===== src/rtl/ls_pkg.sv =====
// ls_pkg: shared types and constants for the RV32 load/store lane controller.
//   - f3_e        : func3 encodings of the load/store instructions
//   - LC_*        : load-extract codes driven on load_ctrl
//   - MASK_*      : byte-write mask patterns (bit i = byte lane i)
package ls_pkg;

  typedef enum logic [2:0] {
    F3_B  = 3'b000,  // LB / SB
    F3_H  = 3'b001,  // LH / SH
    F3_W  = 3'b010,  // LW / SW
    F3_BU = 3'b100,  // LBU
    F3_HU = 3'b101   // LHU
  } f3_e;

  localparam logic [2:0] LC_LB  = 3'b000;
  localparam logic [2:0] LC_LH  = 3'b001;
  localparam logic [2:0] LC_LW  = 3'b010;
  localparam logic [2:0] LC_LBU = 3'b011;
  localparam logic [2:0] LC_LHU = 3'b100;
  localparam logic [2:0] LC_INV = 3'b111;

  localparam logic [3:0] MASK_NONE = 4'b0000;
  localparam logic [3:0] MASK_LO_H = 4'b0011;
  localparam logic [3:0] MASK_HI_H = 4'b1100;
  localparam logic [3:0] MASK_ALL  = 4'b1111;

endpackage


===== src/rtl/ls_controller_if.sv =====
// ls_controller_if: Memory-stage load/store bus between the pipeline and
// ls_controller.
//   master (pipeline): drives func3, address, rdata2, mem_wr, mem_read;
//                      receives wdata_mem, load_ctrl, mask, misaligned,
//                      misalign_err.
//   slave  (ls_controller): the mirror image.
interface ls_controller_if;

  logic [2:0]  func3;
  logic [1:0]  address;
  logic [31:0] rdata2;
  logic        mem_wr;
  logic        mem_read;
  logic [31:0] wdata_mem;
  logic [2:0]  load_ctrl;
  logic [3:0]  mask;
  logic        misaligned;
  logic        misalign_err;

  modport master (
    output func3, address, rdata2, mem_wr, mem_read,
    input  wdata_mem, load_ctrl, mask, misaligned, misalign_err
  );

  modport slave (
    input  func3, address, rdata2, mem_wr, mem_read,
    output wdata_mem, load_ctrl, mask, misaligned, misalign_err
  );

endinterface


===== src/rtl/ls_store_lane.sv =====
// ls_store_lane: store lane steering, purely combinational.
//   func3     in  3   store width (SB/SH/SW; others write nothing)
//   address   in  2   byte offset within the word
//   rdata2    in  32  rs2 store data
//   mask      out 4   byte-write enable before any misalignment suppression
//   wdata_mem out 32  store data replicated so every enabled lane sees its byte
module ls_store_lane
  import ls_pkg::*;
(
  input  logic [2:0]  func3,
  input  logic [1:0]  address,
  input  logic [31:0] rdata2,
  output logic [3:0]  mask,
  output logic [31:0] wdata_mem
);

  // NOTE: every output gets a default before the case so no path can leave it
  // unassigned, which would otherwise infer a latch.
  always_comb begin
    mask      = MASK_NONE;
    wdata_mem = rdata2;
    case (func3)
      F3_B: begin
        mask      = 4'b0001 << address;
        wdata_mem = {4{rdata2[7:0]}};
      end
      F3_H: begin
        // Only address[1] selects the half; address[0] is a misalignment
        // concern handled by the top.
        mask      = address[1] ? MASK_HI_H : MASK_LO_H;
        wdata_mem = {2{rdata2[15:0]}};
      end
      F3_W: begin
        mask = MASK_ALL;
      end
      default: ;
    endcase
  end

endmodule


===== src/rtl/ls_controller.sv =====
// ls_controller: load/store lane controller for the RV32 data memory
// (Memory stage). Decode is combinational; one sticky misalignment flag is
// registered.
//   clk  in  1  clock
//   rst  in  1  synchronous, active-high reset
//   bus  slave modport of ls_controller_if:
//     func3, address, rdata2, mem_wr, mem_read -> in
//     wdata_mem, load_ctrl, mask, misaligned, misalign_err -> out
// Build option: define MISALIGN_TRAP_EN to detect misaligned halfword/word
// accesses, suppress misaligned stores and keep a sticky error flag.
// Without it, misaligned/misalign_err are tied 0 and misaligned stores write.
module ls_controller
  import ls_pkg::*;
(
  input logic          clk,
  input logic          rst,
  ls_controller_if.slave bus
);

  logic [3:0] lane_mask;

  ls_store_lane u_store_lane (
    .func3     (bus.func3),
    .address   (bus.address),
    .rdata2    (bus.rdata2),
    .mask      (lane_mask),
    .wdata_mem (bus.wdata_mem)
  );

  always_comb begin
    bus.load_ctrl = LC_INV;
    case (bus.func3)
      F3_B:    bus.load_ctrl = LC_LB;
      F3_H:    bus.load_ctrl = LC_LH;
      F3_W:    bus.load_ctrl = LC_LW;
      F3_BU:   bus.load_ctrl = LC_LBU;
      F3_HU:   bus.load_ctrl = LC_LHU;
      default: bus.load_ctrl = LC_INV;
    endcase
  end

`ifdef MISALIGN_TRAP_EN
  logic misaligned;
  logic misalign_err_q;

  // Width comes from func3[1:0] so loads (LHU) and stores share the check.
  always_comb begin
    misaligned = 1'b0;
    case (bus.func3[1:0])
      2'b01:   misaligned = bus.address[0];
      2'b10:   misaligned = (bus.address != 2'b00);
      default: misaligned = 1'b0;
    endcase
  end

  // NOTE: state uses non-blocking assignment so every flop samples
  // pre-edge values; rst is checked first so it beats a coincident set.
  always_ff @(posedge clk) begin
    if (rst) begin
      misalign_err_q <= 1'b0;
    end else if ((bus.mem_wr | bus.mem_read) & misaligned) begin
      misalign_err_q <= 1'b1;
    end
  end

  assign bus.mask         = misaligned ? MASK_NONE : lane_mask;
  assign bus.misaligned   = misaligned;
  assign bus.misalign_err = misalign_err_q;
`else
  // Access-valid strobes and the clock only feed the sticky flag, which is
  // not built in this configuration.
  logic unused_no_trap;
  assign unused_no_trap   = ^{clk, rst, bus.mem_wr, bus.mem_read};

  assign bus.mask         = lane_mask;
  assign bus.misaligned   = 1'b0;
  assign bus.misalign_err = 1'b0;
`endif

endmodule


===== src/flat_wrapper.sv =====
// flat-port wrapper written by rule: the top's interface ports become plain ports
module ls_controller_flat import ls_pkg::*;
  (clk, rst, bus_func3, bus_address, bus_rdata2, bus_mem_wr, bus_mem_read, bus_wdata_mem, bus_load_ctrl, bus_mask, bus_misaligned, bus_misalign_err);
  ls_controller_if bus_i ();
  input logic clk;
  input logic rst;
  input wire logic [$bits(bus_i.func3)-1:0] bus_func3;
  input wire logic [$bits(bus_i.address)-1:0] bus_address;
  input wire logic [$bits(bus_i.rdata2)-1:0] bus_rdata2;
  input wire logic [$bits(bus_i.mem_wr)-1:0] bus_mem_wr;
  input wire logic [$bits(bus_i.mem_read)-1:0] bus_mem_read;
  output wire logic [$bits(bus_i.wdata_mem)-1:0] bus_wdata_mem;
  output wire logic [$bits(bus_i.load_ctrl)-1:0] bus_load_ctrl;
  output wire logic [$bits(bus_i.mask)-1:0] bus_mask;
  output wire logic [$bits(bus_i.misaligned)-1:0] bus_misaligned;
  output wire logic [$bits(bus_i.misalign_err)-1:0] bus_misalign_err;
  assign bus_i.func3 = bus_func3;
  assign bus_i.address = bus_address;
  assign bus_i.rdata2 = bus_rdata2;
  assign bus_i.mem_wr = bus_mem_wr;
  assign bus_i.mem_read = bus_mem_read;
  assign bus_wdata_mem = bus_i.wdata_mem;
  assign bus_load_ctrl = bus_i.load_ctrl;
  assign bus_mask = bus_i.mask;
  assign bus_misaligned = bus_i.misaligned;
  assign bus_misalign_err = bus_i.misalign_err;
  ls_controller u_core (.clk(clk), .rst(rst), .bus(bus_i));
endmodule

===== config.mk =====
export PLATFORM = sky130hd
export DESIGN_NAME = ls_controller_flat
export DESIGN_NICKNAME = d
export VERILOG_FILES = /design/src/rtl/ls_pkg.sv /design/src/rtl/ls_controller_if.sv /design/src/rtl/ls_store_lane.sv /design/src/rtl/ls_controller.sv /design/src/flat_wrapper.sv
export SDC_FILE = /design/constraint.sdc
export NUM_CORES = 1
export LEC_CHECK = 0
export CORE_ASPECT_RATIO = 1.1
export CORE_UTILIZATION = 27
export DETAILED_ROUTE_END_ITERATION = 7
export PLACE_DENSITY = 0.95
export SLEW_MARGIN = 10
export SYNTH_ARGS = -nofsm -noshare
export SYNTH_HDL_FRONTEND = slang
export SYNTH_SLANG_ARGS = --single-unit

===== constraint.sdc =====
create_clock -name vclk -period 3
set_input_delay 0.6 -clock vclk [all_inputs]
set_output_delay 0.6 -clock vclk [all_outputs]
set_load 0.005 [all_outputs]

==> reports/qor.csv, run 1 <==
metric,value,unit
status,finished clean,
path_common_cell,clkdlybuf4s50_1,
setup_tns,0,ps
io_buffers,76,
drt-initial-drc-count,8,
critPathRequiredTime,2400,ps
dp_worst_setup_slack,78.7,ps
dp.cells,173,
clock.fmax,344,MHz
drc,0,
final_max_slew_viol_count,0,
cpPeakStageDelay,510,ps
cell_internal_pwr,0.136,mW
core_area,2000,µm²
die_h,50.1,µm
multi_input_area,442,µm²
critical_path_buf_inv_count,3,
post_cts_buffers,0,
crit_arrival,2310,ps
crit_type,input pin to output pin,
power_density,153,nW/µm²
setup_slack,91.0,ps
nFlopsAndLatches,0,
startpoint_type,input pin,
power_frac_clock,0,%
routed_wl,1960,µm
design.final.nets,188,
seq_area_frac_synth,0,%
critPathSlowestCell,clkdlybuf4s50_1,
fp.dieW,45.7,µm
ff_latch_area,0,µm²
rsz0062_at_grt,no,
ant_nets,0,
min_period_over_period,97.0,%
min_path_cells,2,
finalHoldViolations,0,
p_leak,0.518,nW
cap_violations,0,
avgSynthCellArea,7.28,µm²
grt.total_usage,17.1,%
antenna_found_initial,0,
clockBufferCount,0,
setup_viol_count_final,0,
rows,17,
pwr-share-comb,100.0,%
synth_cell_types,14,
syn_area,568,µm²
hp-class,input pin to output pin,
grt_pass1_wl,3060,µm
initial_core_util,28.4,%
cts_resized,0,
drtPass1Iterations,4,
yosysWarnings,0,
syn2layout_area_growth,129,%
cp.depth,5,
peakVddDrop,0.0000827,V
n_antenna_cell,0,
die_area,2290,µm²
vias,771,
seqPwrFrac,0,%
period_minus_slack,2910,ps
syn_inst,78,
fillerInstances,190,
cts_hold_buf,0,
hpwl,1630,µm
cpLargestDelayFamily,buffers and inverters,
p_sw_share,31.5,%
place.gp.congestion,0.680,
post_drt_wl_per_cell,11.3,µm
boundaryPins,82,
stdcell_count,173,
crit_fanout,4,
crit_chain,clkdlybuf4s50_1 > nor3_4 > buf_4 > mux2_2 > clkdlybuf4s50_1,
globalRouteOverflowTotal,0,
power_switching,0.0623,mW
first_global_vias,720,
min_to,bus_wdata_mem[2],
drive_gt1_share,15.9,%
via_per_inst,4.46,
hp-start,bus_rdata2[2],
end_kind,output pin,
grt_max_degree,25,
==> synth_stat cells <==
master,number,share of area [%]
a21oi_1,12,11
buf_2,2,1.8
buf_4,10,13
buf_6,3,5.9
conb_1,1,0.66
inv_1,3,2.0
mux2_2,16,32
mux2i_1,8,14
nand2_1,3,2.0
nand2b_1,1,1.1
nor2_1,13,8.6
nor2_4,1,2.0
nor3_4,1,2.9
o21ai_0,4,3.5
==> metal layers <==
layer | vias to the layer above | share of wire [%] | track usage [%]
met5 | - | 0 | 0
met4 | 0 | 0 | 0
met3 | 0 | 11 | 2.93
met2 | 45 | 53 | 33.6
met1 | 332 | 36 | 19.3
li1 | 394 | - | -
==> per-stage QoR <==
stage	hold slack [ps]	power, mW	cell area, µm²	utilization [%]
floorplan	1280	0.0733	572	-
global placement	2110	0.195	1300	65.0
detailed placement	2110	0.198	1300	65.0
CTS	2110	0.200	1300	65.0
global route	2130	0.213	1300	65.0
finish	2110	0.198	1300	65.0
==> power by group through the flow <==
stage | Combinational [mW] | Sequential (mW) | Clock (mW)
after global placement | 0.195 | 0 | 0
after global routing | 0.213 | 0 | 0
after floorplan | 0.0733 | 0 | 0
after CTS | 0.200 | 0 | 0
after detailed placement | 0.198 | 0 | 0
final | 0.198 | 0 | 0
==> cells by family after synthesis <==
family	Yosys count	share of synthesized area (%)
and+or+nand+nor	19	16.5
muxes	24	45.8
buffers and inverters	18	22.9
other	1	0.660
AOI/OAI and AO/OA	16	14.1
==> worst max-delay path by stage <==
stage / to / from / slack (ps)
after CTS: bus_wdata_mem[11] / bus_func3[1] / 70
after global routing: bus_wdata_mem[11] / bus_func3[1] / 8
after global placement: bus_wdata_mem[14] / bus_func3[1] / 100
after detailed placement: bus_wdata_mem[11] / bus_func3[1] / 80
after floorplan: bus_wdata_mem[10] / bus_func3[1] / 980
final: bus_wdata_mem[11] / bus_func3[1] / 90
==> cells in the final DEF, fill, tap and decap left out <==
master	n
conb_1	2
mux2i_1	8
nor2_1	13
buf_12	1
o21ai_0	4
nor2_4	1
a21oi_1	12
clkdlybuf4s50_1	76
nor3_4	1
nand2b_1	1
mux2_2	16
nand2_1	3
buf_4	4
inv_1	3
==> area by class of cell <==
cell class                 instances  share of cell area [%]
tap                               28                    2.70
timing repair buffer              81                    62.4
multi-input combinational         61                    34.0
inverter                           3                   0.867
Note: power is estimated with default switching activity, not from simulation.
==> run 2, diff against run 1 <==
--- a/config.mk
+++ b/config.mk
@@ -6,9 +6,9 @@
 export NUM_CORES = 1
 export LEC_CHECK = 0
 export CORE_ASPECT_RATIO = 1.1
-export CORE_UTILIZATION = 27
+export CORE_UTILIZATION = 25
 export DETAILED_ROUTE_END_ITERATION = 7
-export PLACE_DENSITY = 0.95
+export PLACE_DENSITY = 0.9
 export SLEW_MARGIN = 10
 export SYNTH_ARGS = -nofsm -noshare
 export SYNTH_HDL_FRONTEND = slang
==> constraint.sdc (replaced) <==
create_clock -name vclk -period 2.9
set_input_delay 0.58 -clock vclk [all_inputs]
set_output_delay 0.58 -clock vclk [all_outputs]
set_load 0.005 [all_outputs]
==> reports/qor.csv, run 2 (synthesis results as in run 1) <==
metric,value,unit,change
ant_nets,0,,unchanged
core_area,2060,µm²,+3.2%
grt_max_degree,25,,unchanged
io_buffers,76,,unchanged
crit_arrival,2190,ps,-120 ps
clock.fmax,362,MHz,
ff_latch_area,0,µm²,unchanged
peakVddDrop,0.0000829,V,+0.25%
crit_fanout,15,,+11
critPathSlowestCell,clkdlybuf4s50_1,,
critPathRequiredTime,2320,ps,-80 ps
finalHoldViolations,0,,unchanged
cap_violations,0,,unchanged
first_global_vias,743,,+3.2%
dp_worst_setup_slack,43.7,ps,-35.0 ps
routed_wl,2070,µm,+5.8%
design.final.nets,188,,unchanged
post_drt_wl_per_cell,12.0,µm,+5.8%
p_leak,0.536,nW,+3.5%
status,finished clean,,
mostFrequentLayoutCell,clkdlybuf4s50_1,,
die_h,52.0,µm,+3.8%
rsz0062_at_grt,no,,
setup_slack,135,ps,+43.9 ps
rows,17,,unchanged
setup_tns,0,ps,unchanged
path_common_cell,clkdlybuf4s50_1,,
grt.total_usage,16.5,%,-0.60 points
setup_viol_count_final,0,,unchanged
cpPeakStageDelay,530,ps,+20 ps
hp-class,input pin to output pin,,
nFlopsAndLatches,0,,unchanged
cts_hold_buf,0,,unchanged
hpwl,1790,µm,+9.7%
crit_type,input pin to output pin,,
vias,774,,+0.39%
holdWs,1960,ps,-143 ps
via_per_inst,4.47,,+0.39%
cpLargestDelayFamily,buffers and inverters,,
syn2layout_area_growth,130,%,
cp.depth,6,,+1
place.gp.congestion,0.668,,-1.7%
final_max_slew_viol_count,0,,unchanged
die_area,2470,µm²,+7.7%
power_density,158,nW/µm²,+3.6%
globalRouteOverflowTotal,0,,unchanged
fp.dieW,47.5,µm,+3.7%
startpoint_type,input pin,,
drive_gt1_share,15.9,%,unchanged
n_antenna_cell,0,,unchanged
period_minus_slack,2770,ps,
end_kind,output pin,,
drtPass1Iterations,5,,+1
grt_pass1_wl,3040,µm,-0.69%
antenna_found_initial,0,,unchanged
drc,0,,unchanged
critical_path_buf_inv_count,3,,unchanged
final_cell_mix,"clkdlybuf4s50_1, mux2_2, nor2_1",,
min_path_cells,4,,+2
min_period_over_period,95.3,%,
initial_core_util,27.5,%,-0.88 points
clockBufferCount,0,,unchanged
crit_chain,clkdlybuf4s50_1 > buf_4 > nand2b_1 > a21oi_1 > nor2_1 > clkdlybuf4s50_1,,
drt-initial-drc-count,7,,-1
boundaryPins,82,,unchanged
==> run 2: cell types whose count changed in the layout (fill, tap and decap cells not counted), sizes merged <==
cell,delta
dlymetal6s2s,+2
clkdlybuf4s50,-2
==> run 2: final timing paths <==
| check | start | end |
|---|---|---|
| hold / removal | bus_func3[2] | bus_load_ctrl[1] |
| setup / recovery | bus_func3[0] | bus_mask[2] |
==> run 2: where the power goes <==
group / total, mW / internal (mW) / switching (mW)
logic: 0.206 / 0.140 / 0.0658
clock network: 0 / 0 / 0
registers: 0 / 0 / 0
total: 0.206 / 0.140 / 0.0658
==> run 2: timing repair <==
action                     CTS  global route
setup endpoints to repair    0             7
gates resized for setup      0             2
hold endpoints to repair     0             0
setup buffers                0             0
==> run 2: layout make-up <==
class,instances,area [µm²]
Tap cell,28,35.0
Timing Repair Buffer,81,816
Inverter,3,11.3
Fill cell,182,759
Multi-Input combinational cell,61,442
==> run 2: metal layers <==
layer	track usage, %	up-vias	routed length, µm
li1	-	391	-
met1	14.7	334	707
met2	34.9	49	1130
met3	5.21	0	238
met4	0.476	0	0
met5	0	-	0
==> run 2: per-stage QoR <==
| stage | cells | total power, mW | utilization, % | area (µm²) |
|---|---|---|---|---|
| floorplan | 79 | 0.0758 | - | 572 |
| global placement | 173 | 0.202 | 62.9 | 1300 |
| detailed placement | 173 | 0.207 | 62.9 | 1300 |
| CTS | 173 | 0.209 | 62.9 | 1300 |
| global route | 173 | 0.221 | 63.2 | 1300 |
| finish | 173 | 0.206 | 63.2 | 1300 |
==> run 3, diff against run 2 <==
--- a/config.mk
+++ b/config.mk
@@ -8,7 +8,7 @@
 export CORE_ASPECT_RATIO = 1.1
 export CORE_UTILIZATION = 25
 export DETAILED_ROUTE_END_ITERATION = 7
-export PLACE_DENSITY = 0.9
+export PLACE_DENSITY_LB_ADDON = 0.1
 export SLEW_MARGIN = 10
 export SYNTH_ARGS = -nofsm -noshare
 export SYNTH_HDL_FRONTEND = slang
==> reports/qor.csv, run 3 (synthesis results as in run 1) <==
metric,value,unit,change
crit_fanout,8,,-7
setup_tns,0,ps,unchanged
dp.cells,173,,unchanged
clockBufferCount,0,,unchanged
rows,17,,unchanged
drc,0,,unchanged
power_density,157,nW/µm²,-0.59%
min_period_over_period,97.0,%,+1.7 points
hp-class,input pin to output pin,,
crit_chain,clkdlybuf4s50_1 > nor3_4 > buf_12 > mux2_2 > clkdlybuf4s50_1,,
finalHoldViolations,0,,unchanged
initial_core_util,27.5,%,unchanged
via_per_inst,4.44,,-0.78%
path_common_cell,clkdlybuf4s50_1,,
grt.total_usage,16.2,%,-0.27 points
drive_gt1_share,15.9,%,unchanged
final_max_slew_viol_count,0,,unchanged
critPathRequiredTime,2320,ps,about the same
design.final.nets,188,,unchanged
crit_type,input pin to output pin,,
die_h,52.0,µm,unchanged
holdWs,2060,ps,+102 ps
critPathSlowestCell,clkdlybuf4s50_1,,
die_area,2470,µm²,unchanged
min_to,bus_wdata_mem[6],,
post_drt_wl_per_cell,11.5,µm,-3.7%
boundaryPins,82,,unchanged
place.gp.congestion,0.657,,-1.7%
nFlopsAndLatches,0,,unchanged
drtPass1Iterations,4,,-1
io_buffers,76,,unchanged
syn2layout_area_growth,131,%,
fp.dieW,47.5,µm,unchanged
ff_latch_area,0,µm²,unchanged
clock.fmax,355,MHz,-1.7%
vias,768,,-0.78%
routed_wl,2000,µm,-3.7%
status,finished clean,,
cap_violations,0,,unchanged
drt-initial-drc-count,4,,-3
first_global_vias,746,,+0.40%
period_minus_slack,2810,ps,+48.8 ps
ant_nets,0,,unchanged
p_leak,0.522,nW,-2.7%
post_cts_buffers,0,,unchanged
cts_hold_buf,0,,unchanged
startpoint_type,input pin,,
stdcell_count,173,,unchanged
core_area,2060,µm²,unchanged
peakVddDrop,0.0000773,V,-6.8%
final_util,63.5,%,+0.30 points
rsz0062_at_grt,no,,
grt_max_degree,25,,unchanged
setup_viol_count_final,0,,unchanged
hpwl,1650,µm,-7.7%
n_antenna_cell,0,,unchanged
end_kind,output pin,,
cpPeakStageDelay,520,ps,about the same
min_path_cells,2,,-2
antenna_found_initial,0,,unchanged
grt_pass1_wl,3030,µm,-0.43%
cts_resized,1,,+1
hp-start,bus_rdata2[6],,
globalRouteOverflowTotal,0,,unchanged
crit_arrival,2230,ps,+40 ps
final_cell_mix,"clkdlybuf4s50_1, mux2_2, nor2_1",,
mostFrequentLayoutCell,clkdlybuf4s50_1,,
==> run 3: cell count changes in the layout (fill, tap and decap cells not counted) <==
| cell | delta |
|---|---|
| dlymetal6s2s_1 | -2 |
| buf_4 | -1 |
| buf_12 | +1 |
| dlygate4sd2_1 | +1 |
| clkdlybuf4s50_1 | +1 |
==> run 3: through the flow <==
step	setup WS, ps	power [mW]	instance area (µm²)
after floorplan	921	0.0758	572
after global placement	14.1	0.205	1310
after detailed placement	3.93	0.208	1310
after CTS	54.3	0.209	1310
after global routing	7.95	0.223	1310
final	86.1	0.206	1310
==> run 3: power breakdown <==
| group | switching [mW] | internal [mW] | leakage (nW) |
|---|---|---|---|
| sequential | 0 | 0 | 0 |
| combinational | 0.0643 | 0.141 | 0.522 |
| clock | 0 | 0 | 0 |
| total | 0.0643 | 0.141 | 0.522 |
==> run 3: how the worst max path moves through the flow <==
stage                            start                end  depth (start not counted)
after global routing      bus_func3[2]  bus_wdata_mem[11]                          5
after global placement    bus_func3[1]  bus_wdata_mem[10]                          5
after CTS                 bus_func3[2]  bus_wdata_mem[10]                          5
after detailed placement  bus_func3[1]  bus_wdata_mem[10]                          5
after floorplan           bus_func3[1]  bus_wdata_mem[10]                          3
final                     bus_func3[2]  bus_wdata_mem[10]                          5
==> run 3: worst max-delay path: cells and delay by family <==
| family | cells | cell delay, ps |
|---|---|---|
| muxes | 1 | 320 |
| buffers and inverters | 3 | 1130 |
| and+or+nand+nor | 1 | 200 |
==> run 3: area by class of cell <==
class	instances	area [µm²]
timing repair buffer	81	822
fill	201	753
multi-input combinational	61	442
tap	28	35.0
inverter	3	11.3
==> run 3: routing by layer <==
metal  up-vias  part of all wire, %  track usage [%]  wire, µm
met1       333                   33             16.9       667
met4         0                    0                0         0
li1        394                    -                -         -
met2        41                   55             32.6      1100
met5         -                    0                0         0
met3         0                   11             3.82       226
